===== config.mk =====
export PLATFORM = sky130hd
export DESIGN_NAME = serial_tx
export DESIGN_NICKNAME = d
export VERILOG_FILES = /design/src/rtl/serial_pkg.sv /design/src/rtl/serial_baud_gen.sv /design/src/rtl/serial_tx.sv
export SDC_FILE = /design/constraint.sdc
export NUM_CORES = 1
export LEC_CHECK = 0
export BUFFER_PORTS_ARGS = -buffer_cell sky130_fd_sc_hd__buf_2
export CORE_AREA = 2 2 53 55
export DETAILED_ROUTE_END_ITERATION = 8
export DIE_AREA = 0 0 55 57
export PLACE_DENSITY = 0.76
export RECOVER_POWER = 100
export SYNTH_ARGS = -nofsm -noshare
export SYNTH_HDL_FRONTEND = slang
export SYNTH_SLANG_ARGS = --single-unit

===== constraint.sdc =====
create_clock -name clk -period 2.2 [get_ports clk]
set_clock_uncertainty 0.2 [all_clocks]
set_input_delay 0.44 -clock clk [delete_from_list [all_inputs] [get_ports clk]]
set_output_delay 0.44 -clock clk [all_outputs]
set_load 0.01 [all_outputs]

===== src/rtl/serial_pkg.sv =====
// serial_pkg: shared types and helpers for the serial transmitter.
// Holds the FSM state enum, bit-time helper and idle line level.
package serial_pkg;

  typedef enum logic [2:0] {
    S_IDLE,
    S_START,
    S_DATA,
    S_PARITY,
    S_STOP
  } state_t;

  localparam logic LINE_IDLE = 1'b1;

  function automatic int clks_per_bit(
    input int freq,
    input int baud
  );
    return freq / baud;
  endfunction

endpackage


===== src/rtl/serial_baud_gen.sv =====
// serial_baud_gen: bit-time counter, pulses o_bit_done at terminal count.
// Ports: clk, reset, i_en (frame active), i_clr (accept), o_bit_done.
module serial_baud_gen #(
  parameter int CPB = 4
) (
  input  logic clk,
  input  logic reset,
  input  logic i_en,
  input  logic i_clr,
  output logic o_bit_done
);

  localparam int CW = $clog2(CPB);

  logic [CW-1:0] r_cnt;
  logic          w_term;

  assign w_term     = (r_cnt == CW'(CPB - 1));
  assign o_bit_done = i_en & w_term;

  always_ff @(posedge clk or posedge reset) begin
    if (reset) begin
      r_cnt <= '0;
    end else if (i_clr || !i_en || w_term) begin
      r_cnt <= '0;
    end else begin
      r_cnt <= r_cnt + 1'b1;
    end
  end

endmodule


===== src/rtl/serial_tx.sv =====
// serial_tx: async serial transmitter, start + LSB-first data + stop.
// Ports: clk, reset, tx_valid/tx_data in; tx_ready, tx, busy out.
// Optional parity bit enabled by SERIAL_PARITY_EN (PARITY_ODD inverts).
module serial_tx
  import serial_pkg::*;
#(
  parameter int CLK_FREQ = 50_000_000,
  parameter int BAUD     = 115200,
  parameter int DATA_W   = 8
`ifdef SERIAL_PARITY_EN
  ,
  parameter bit PARITY_ODD = 1'b0
`endif
) (
  input  logic              clk,
  input  logic              reset,
  input  logic              tx_valid,
  input  logic [DATA_W-1:0] tx_data,
  output logic              tx_ready,
  output logic              tx,
  output logic              busy
);

  localparam int CLKS_PER_BIT = clks_per_bit(CLK_FREQ, BAUD);
  localparam int IW = $clog2(DATA_W);

  if (CLKS_PER_BIT < 2) begin : g_cpb_chk
    $error("serial_tx: CLK_FREQ/BAUD must be at least 2");
  end

  state_t            r_state;
  state_t            w_state_nxt;
  logic [DATA_W-1:0] r_shift;
  logic [DATA_W-1:0] w_shift_nxt;
  logic [IW-1:0]     r_idx;
  logic [IW-1:0]     w_idx_nxt;
  logic              r_tx;
  logic              w_tx_nxt;
  logic              w_accept;
  logic              w_bit_done;
  logic              w_active;

  assign w_active = (r_state != S_IDLE);
  assign w_accept = tx_valid & ~w_active;
  assign tx_ready = ~w_active;
  assign busy     = w_active;
  assign tx       = r_tx;

  serial_baud_gen #(
    .CPB(CLKS_PER_BIT)
  ) u_baud (
    .clk       (clk),
    .reset     (reset),
    .i_en      (w_active),
    .i_clr     (w_accept),
    .o_bit_done(w_bit_done)
  );

`ifdef SERIAL_PARITY_EN
  logic r_par;

  always_ff @(posedge clk or posedge reset) begin
    if (reset) begin
      r_par <= 1'b0;
    end else if (w_accept) begin
      r_par <= (^tx_data) ^ PARITY_ODD;
    end
  end
`endif

  always_comb begin
    w_state_nxt = r_state;
    w_shift_nxt = r_shift;
    w_idx_nxt   = r_idx;
    case (r_state)
      S_IDLE: begin
        if (w_accept) begin
          w_state_nxt = S_START;
          w_shift_nxt = tx_data;
          w_idx_nxt   = '0;
        end
      end
      S_START: begin
        if (w_bit_done) w_state_nxt = S_DATA;
      end
      S_DATA: begin
        if (w_bit_done) begin
          w_shift_nxt = r_shift >> 1;
          if (r_idx == IW'(DATA_W - 1)) begin
            w_idx_nxt = '0;
`ifdef SERIAL_PARITY_EN
            w_state_nxt = S_PARITY;
`else
            w_state_nxt = S_STOP;
`endif
          end else begin
            w_idx_nxt = r_idx + 1'b1;
          end
        end
      end
      S_PARITY: begin
        if (w_bit_done) w_state_nxt = S_STOP;
      end
      S_STOP: begin
        if (w_bit_done) w_state_nxt = S_IDLE;
      end
      default: w_state_nxt = S_IDLE;
    endcase

    // tx is registered from the upcoming state, so the line
    // changes on the same edge the FSM does.
    w_tx_nxt = LINE_IDLE;
    case (w_state_nxt)
      S_START: w_tx_nxt = 1'b0;
      S_DATA:  w_tx_nxt = w_shift_nxt[0];
`ifdef SERIAL_PARITY_EN
      S_PARITY: w_tx_nxt = r_par;
`endif
      default: w_tx_nxt = LINE_IDLE;
    endcase
  end

  always_ff @(posedge clk or posedge reset) begin
    if (reset) begin
      r_state <= S_IDLE;
      r_shift <= '0;
      r_idx   <= '0;
      r_tx    <= LINE_IDLE;
    end else begin
      r_state <= w_state_nxt;
      r_shift <= w_shift_nxt;
      r_idx   <= w_idx_nxt;
      r_tx    <= w_tx_nxt;
    end
  end

endmodule


==> results of run 1 <==
## flip-flops by register name (all words and copies together) (netlist names)
| signal | count |
|---|---|
| u_baud.r_cnt | 9 |
| r_shift | 8 |
| r_idx | 3 |
| r_state | 3 |
| tx | 1 |
## worst min-delay path: stages
cell and delay [ns]:
buf_2 0.07, a22oi_1 0.06, nand2_1 0.06
## area by class of cell
cell class / instances / area, um2
clock buffer: 4 / 36.3
sequential: 24 / 603
inverter: 3 / 11.3
tap: 31 / 38.8
multi-input combinational: 88 / 566
fill: 258 / 1270
timing repair buffer: 17 / 91.3
## routing by layer
| metal | GRT usage (%) | vias to the layer above | routed length (um) |
|---|---|---|---|
| li1 | - | 447 | - |
| met1 | 20.5 | 443 | 970 |
| met2 | 26.7 | 13 | 1120 |
| met3 | 1.57 | 2 | 45 |
| met4 | 6.97 | 0 | 14 |
| met5 | 0 | - | 0 |
## timing repair
item                                    4_1_cts  5_1_grt
hold buffers                                  1        0
endpoints found under the hold margin        12        0
gates resized for setup                       0        1
endpoints found under the setup margin        0        1
## report_power, final
part	total, mW	switching [mW]	internal (mW)
clock	0.223	0.122	0.101
combinational	0.0319	0.0175	0.0144
sequential	0.457	0.00566	0.451
## final timing paths
path,to,slack [ns],depth (start not counted)
max,tx_ready,0.11,3
min,r_shift[2]$_DFFE_PP0P_,0.16,3
max reg2reg,tx$_DFF_PP1_,0.15,7
min reg2reg,r_shift[0]$_DFF_PP0_,0.29,2
max in group asynchronous,r_state[2]$_DFF_PP0_,0.40,4
min in group asynchronous,r_shift[0]$_DFF_PP0_,0.48,3
## synthesized netlist by cell type
| cell | count |
|---|---|
| dfrtp_1 | 23 |
| nand2_1 | 23 |
| nor2_1 | 16 |
| a22oi_1 | 6 |
| ha_1 | 4 |
| inv_1 | 3 |
| nand3_1 | 3 |
| xnor2_1 | 3 |
| xor2_1 | 3 |
| a21oi_1 | 2 |
| a31oi_1 | 2 |
| buf_6 | 2 |
| nor4b_4 | 2 |
| o21ai_1 | 2 |
| or3_1 | 2 |
| a21o_1 | 1 |
| a22o_1 | 1 |
| a311o_1 | 1 |
| a31o_2 | 1 |
| a32oi_1 | 1 |
| and3_2 | 1 |
| and4_4 | 1 |
| clkbuf_1 | 1 |
| dfstp_2 | 1 |
| nand2_2 | 1 |
| nand4_1 | 1 |
| nor2_2 | 1 |
| nor3_1 | 1 |
| nor3_2 | 1 |
| nor3b_2 | 1 |
| nor4_1 | 1 |
| o21ai_0 | 1 |
| o21bai_1 | 1 |
| o32ai_2 | 1 |
| or2b_1 | 1 |
| or2b_2 | 1 |
| or4b_4 | 1 |
## cells by family (layout without fill, tap and decap cells)
logic type | after synthesis | count (layout) | share of synthesized area (%)
adders and majority gates | 4 | 4 | 4.12
and+or+nand+nor | 58 | 58 | 26.6
buffers and inverters | 6 | 24 | 3.09
DFF | 24 | 24 | 49.5
AOI/OAI and AO/OA | 20 | 20 | 12.4
xor gates and xnor gates | 6 | 6 | 4.33
==> run summary, run 1 <==
Largest area contributor in the netlist - dfrtp_1
Fin Setup TNS - 0 ns
TritonCTS clock tree - yes
Register area share after synthesis - 49.5%
Crit path kind - flip-flop to primary output
First-pass GRT wire length - 3760 um
Die area - 3140 um2
Clock root buffer - clkbuf_4
Worst setup SP type - flip-flop
Final period util - 95.1%
Crit path largest cell delay - 0.49 ns
Share of layout cells above drive strength 1 - 20.6%
Vias per inst - 5.42
Fin worst setup slack - 0.109 ns
Layout net count - 152
Starting density of the core - 46.5%
Total power - 711 uW
PwrDens - 528 nW/um2
DRT Pass-1 Iters - 4
Pleak - 0.628 nW
Most frequent cells in the layout - nand2_1 (24), dfrtp_1 (22), nor2_1 (17)
Worst-path clk slew - 0.13 ns
Vias in the first global route - 933
Unrepaired setup endpoints after global routing - false
Critical R2R Launch - u_baud.r_cnt[1]$_DFF_PP0_
Hold path start - tx_data[2]
Dpl hpwl - 1650 um
CP arrival - 1.45 ns
GP Congestion - 0.876
Post CTS Setup Buffer Count - 0
Largest net degree at the start of global routing - 14
Final Critical Period - 2.09 ns
Port bufs - 13
Num CTS Buffers - 3
Yosys reg bits - 24
Hold WC Path Type - input port to flip-flop
Area Growth Syn to Fin - 10.8%
Crit-path slowest cell - dfrtp_2
Avg WL per Cell - 12.9 um
Worst-margin pin slew - 0.620 ns
Via Count - 905
Slew headroom - 58.7%
Ant. Diodes - 0
Max Cap Viol - 0
Synth unique cells - 37
H-Tree Level Count - 1
Iter 0 DRT Violations - 27
Core area - 2620 um2
Chip Height - 57 um
Die X - 55 um
Total track usage - 15.9%
Design area - 1350 um2
Post-Synthesis Cells - 118
Slew Viols, Final - 0
Final hold vios - 0
Synth top area cells - dfrtp_1 (47%), nand2_1 (7.1%), nor2_1 (4.9%)
Final ANT Viol Nets - 0
Io pins - 14
Finished Layout Cells - 167
Clock Path Buffers - 2
Drc violations - 0
WP buf/inv - 2
Hold_ws - 0.162 ns
Total grt overflow - 0
Cell area after synthesis - 1210 um2
Commonest non-fill, non-tap cell in the layout - nand2_1
Maximum vdd ir drop - 437 uV
Crit-path cells - or3_1 > inv_1 > buf_2
Finish-stage setup viols - 0
Syn_nets - 133
Maximum clock frequency - 478 MHz
Pre-CTS WS - 0.258 ns
Final Util - 51.5%
Inst Count DP - 162
Synth Area per Inst - 10.3 um2
CP endpoint kind - primary output
Dpl cell area - 1320 um2
Status - complete, no violations
Antenna violations before repair - 0
Skew-Pair Late Insertion Delay - 0.30 ns
Top cell type's share of synthesized area - 47.4%
Yosys warning count - 0
Worst-path fanout max - 8
Wirelength, routed - 2150 um
Critical Path RT - 1.56 ns
Worst setup startpoint - r_state[2]$_DFF_PP0_
Critical path's top delay family - flip-flops
# clock sinks - 24
Row count - 19
No activity file was read; power rests on OpenSTA's default activity.
==> run 2, diff against run 1 <==
--- a/config.mk
+++ b/config.mk
@@ -6,10 +6,13 @@
 export NUM_CORES = 1
 export LEC_CHECK = 0
 export BUFFER_PORTS_ARGS = -buffer_cell sky130_fd_sc_hd__buf_2
-export CORE_AREA = 2 2 53 55
+export CELL_PAD_IN_SITES_DETAIL_PLACEMENT = 0
+export CELL_PAD_IN_SITES_GLOBAL_PLACEMENT = 1
+export CORE_AREA = 2 2 54 56
 export DETAILED_ROUTE_END_ITERATION = 8
-export DIE_AREA = 0 0 55 57
-export PLACE_DENSITY = 0.76
+export DIE_AREA = 0 0 56 58
+export GPL_ROUTABILITY_DRIVEN = 0
+export PLACE_DENSITY = 0.89
 export RECOVER_POWER = 100
 export SYNTH_ARGS = -nofsm -noshare
 export SYNTH_HDL_FRONTEND = slang
==> constraint.sdc (replaced) <==
create_clock -name clk -period 2.55 [get_ports clk]
set_clock_uncertainty 0.2 [all_clocks]
set_input_delay 0.51 -clock clk [delete_from_list [all_inputs] [get_ports clk]]
set_output_delay 0.51 -clock clk [all_outputs]
set_load 0.01 [all_outputs]
==> run summary, run 2 (synthesis results as in run 1) <==
Total track usage - 15.8% (-0.16 points)
Max Cap Viol - 0 (unchanged)
CP endpoint kind - primary output
Max FFs per register - 9 (unchanged)
Status - complete, no violations
Row count - 19 (unchanged)
P_int - 488 uW (-14%)
Crit-path cells - or3_1 > inv_1 > clkbuf_1
Commonest non-fill, non-tap cell in the layout - nand2_1
Port bufs - 13 (unchanged)
Die X - 56 um (+1.8%)
Critical R2R Launch - u_baud.r_cnt[0]$_DFF_PP0_
Area Growth Syn to Fin - 9.17%
Num CTS Buffers - 3 (unchanged)
CP Capture Point - tx_ready
Via Count - 916 (+1.2%)
Clock Path Buffers - 2 (unchanged)
Iter 0 DRT Violations - 15 (-44%)
Reg2reg setup slack - 0.43 ns (+0.28 ns)
Worst-path fanout max - 8 (unchanged)
Fin worst setup slack - 0.321 ns (+0.212 ns)
Slew headroom - 15.1% (-44 points)
WP buf/inv - 2 (unchanged)
Largest regs - u_baud.r_cnt (9), r_shift (8)
Largest net degree at the start of global routing - 25 (+11)
Avg WL per Cell - 13.5 um (+5.3%)
Switching component of the power - 132 uW (-9.2%)
Worst setup startpoint - r_state[2]$_DFF_PP0_
Hold_ws - 0.221 ns (+0.0588 ns)
R2r endpoint - r_shift[7]$_DFFE_PP0P_
Reg with most FFs - u_baud.r_cnt
Crit-path slowest cell - dfrtp_1
Clock root buffer - clkbuf_4
# clock sinks - 24 (unchanged)
Unrepaired setup endpoints after global routing - false
Vias in the first global route - 912 (-2.3%)
Hold WC Path Type - input port to flip-flop
Clk pwr share - 32.1% (+0.8 points)
H-Tree Level Count - 1 (unchanged)
Final Critical Period - 2.23 ns
Final hold vios - 0 (unchanged)
Worst setup SP type - flip-flop
Worst path depth - 3 (unchanged)
# hold bufs at CTS - 0 (-1)
Share of layout cells above drive strength 1 - 18.5% (-2.1 points)
Io pins - 14 (unchanged)
Drc violations - 0 (unchanged)
Ant. Diodes - 0 (unchanged)
Most frequent cells in the layout - nand2_1 (24), dfrtp_1 (23), nor2_1 (17)
Fin Setup TNS - 0 ns (unchanged)
R2R depth - 5 (-2)
Finish-stage setup viols - 0 (unchanged)
Sequential Power Share - 63.6% (-0.6 points)
CTS resizes - 0 (unchanged)
Final period util - 87.4%
Pleak - 0.619 nW (-1.5%)
PwrDens - 467 nW/um2 (-12%)
Skew-Pair Late Insertion Delay - 0.31 ns (about the same)
Chip Height - 58 um (+1.8%)
Wirelength, routed - 2250 um (+4.7%)
Total grt overflow - 0 (unchanged)
Combinational share of power - 4.3% (-0.2 points)
Filler cells - 258 (unchanged)
TritonCTS clock tree - yes
CP arrival - 1.52 ns (+0.07 ns)
Dpl hpwl - 1700 um (+3.3%)
Worst-path clk slew - 0.13 ns (about the same)
Pre-CTS WS - 0.576 ns (+0.319 ns)
Crit path largest cell delay - 0.50 ns (about the same)
Starting density of the core - 45.6% (-0.83 points)
Worst-margin pin slew - 1.27 ns (+0.654 ns)
Core area - 2660 um2 (+1.8%)
Critical Path RT - 1.84 ns (+0.28 ns)
Critical path's top delay family - flip-flops
Post CTS Setup Buffer Count - 0 (unchanged)
Vias per inst - 5.52 (+1.8%)
Layout net count - 151 (-0.66%)
Final ANT Viol Nets - 0 (unchanged)
First-pass GRT wire length - 3960 um (+5.3%)
Maximum clock frequency - 449 MHz
Maximum vdd ir drop - 314 uV (-28%)
Slew Viols, Final - 0 (unchanged)
Antenna violations before repair - 0 (unchanged)
Die area - 3250 um2 (+3.6%)
Crit path kind - flip-flop to primary output
DRT Pass-1 Iters - 4 (unchanged)
Switching part of the total - 21.2% (+0.87 points)
-- run 2: metal layers --
| layer | up-vias | GRT usage [%] | wire length (um) |
|---|---|---|---|
| met5 | - | 0 | 0 |
| met4 | 0 | 7.14 | 40 |
| met3 | 4 | 2.01 | 49 |
| met2 | 14 | 27.6 | 1180 |
| met1 | 451 | 19.7 | 977 |
| li1 | 447 | - | - |
-- run 2: area by class of cell --
class / count / area, um2 / share of cell area [%]
repair buffers: 16 / 76.3 / 5.75
flip-flops and latches: 24 / 602 / 45.4
multi-input cells: 88 / 562 / 42.4
clock buffers: 4 / 36.3 / 2.74
inverters: 3 / 11.3 / 0.849
well taps: 31 / 38.8 / 2.92
-- run 2: worst min path at each step --
stage / from / end / slack (ns) / cells past startpoint
final: tx_data[2] / r_shift[2]$_DFFE_PP0P_ / 0.22 / 3
after global routing: tx_data[7] / r_shift[7]$_DFFE_PP0P_ / 0.22 / 2
after CTS: reset / u_baud.r_cnt[1]$_DFF_PP0_ / 0.007 / 3
after detailed placement: r_shift[1]$_DFFE_PP0P_ / r_shift[1]$_DFFE_PP0P_ / 0.27 / 2
after global placement: r_shift[0]$_DFF_PP0_ / r_shift[0]$_DFF_PP0_ / 0.25 / 2
after floorplan: r_shift[0]$_DFF_PP0_ / r_shift[0]$_DFF_PP0_ / 0.23 / 2
-- run 2: power groups by stage --
stage	clock network [mW]	registers, mW	logic [mW]
final	0.199	0.394	0.0267
after global routing	0.218	0.396	0.0318
after CTS	0.208	0.394	0.0286
after detailed placement	0	0.402	0.0286
after global placement	0	0.401	0.0271
after floorplan	0	0.400	0.0155
-- run 2: metrics by stage --
step | cells | total power [mW] | area (um2) | util (%)
6_report | 166 | 0.620 | 1330 | 49.8
5_1_grt | 166 | 0.645 | 1330 | 49.8
4_1_cts | 166 | 0.631 | 1350 | 50.8
3_5_place_dp | 162 | 0.430 | 1320 | 49.4
3_3_place_gp | 162 | 0.428 | 1320 | 49.4
2_1_floorplan | 118 | 0.416 | 1210 | -
-- run 2: worst min-delay path, cell delays in order --
cell and delay, ns:
buf_2 0.07, a22oi_1 0.06, nand2_1 0.06
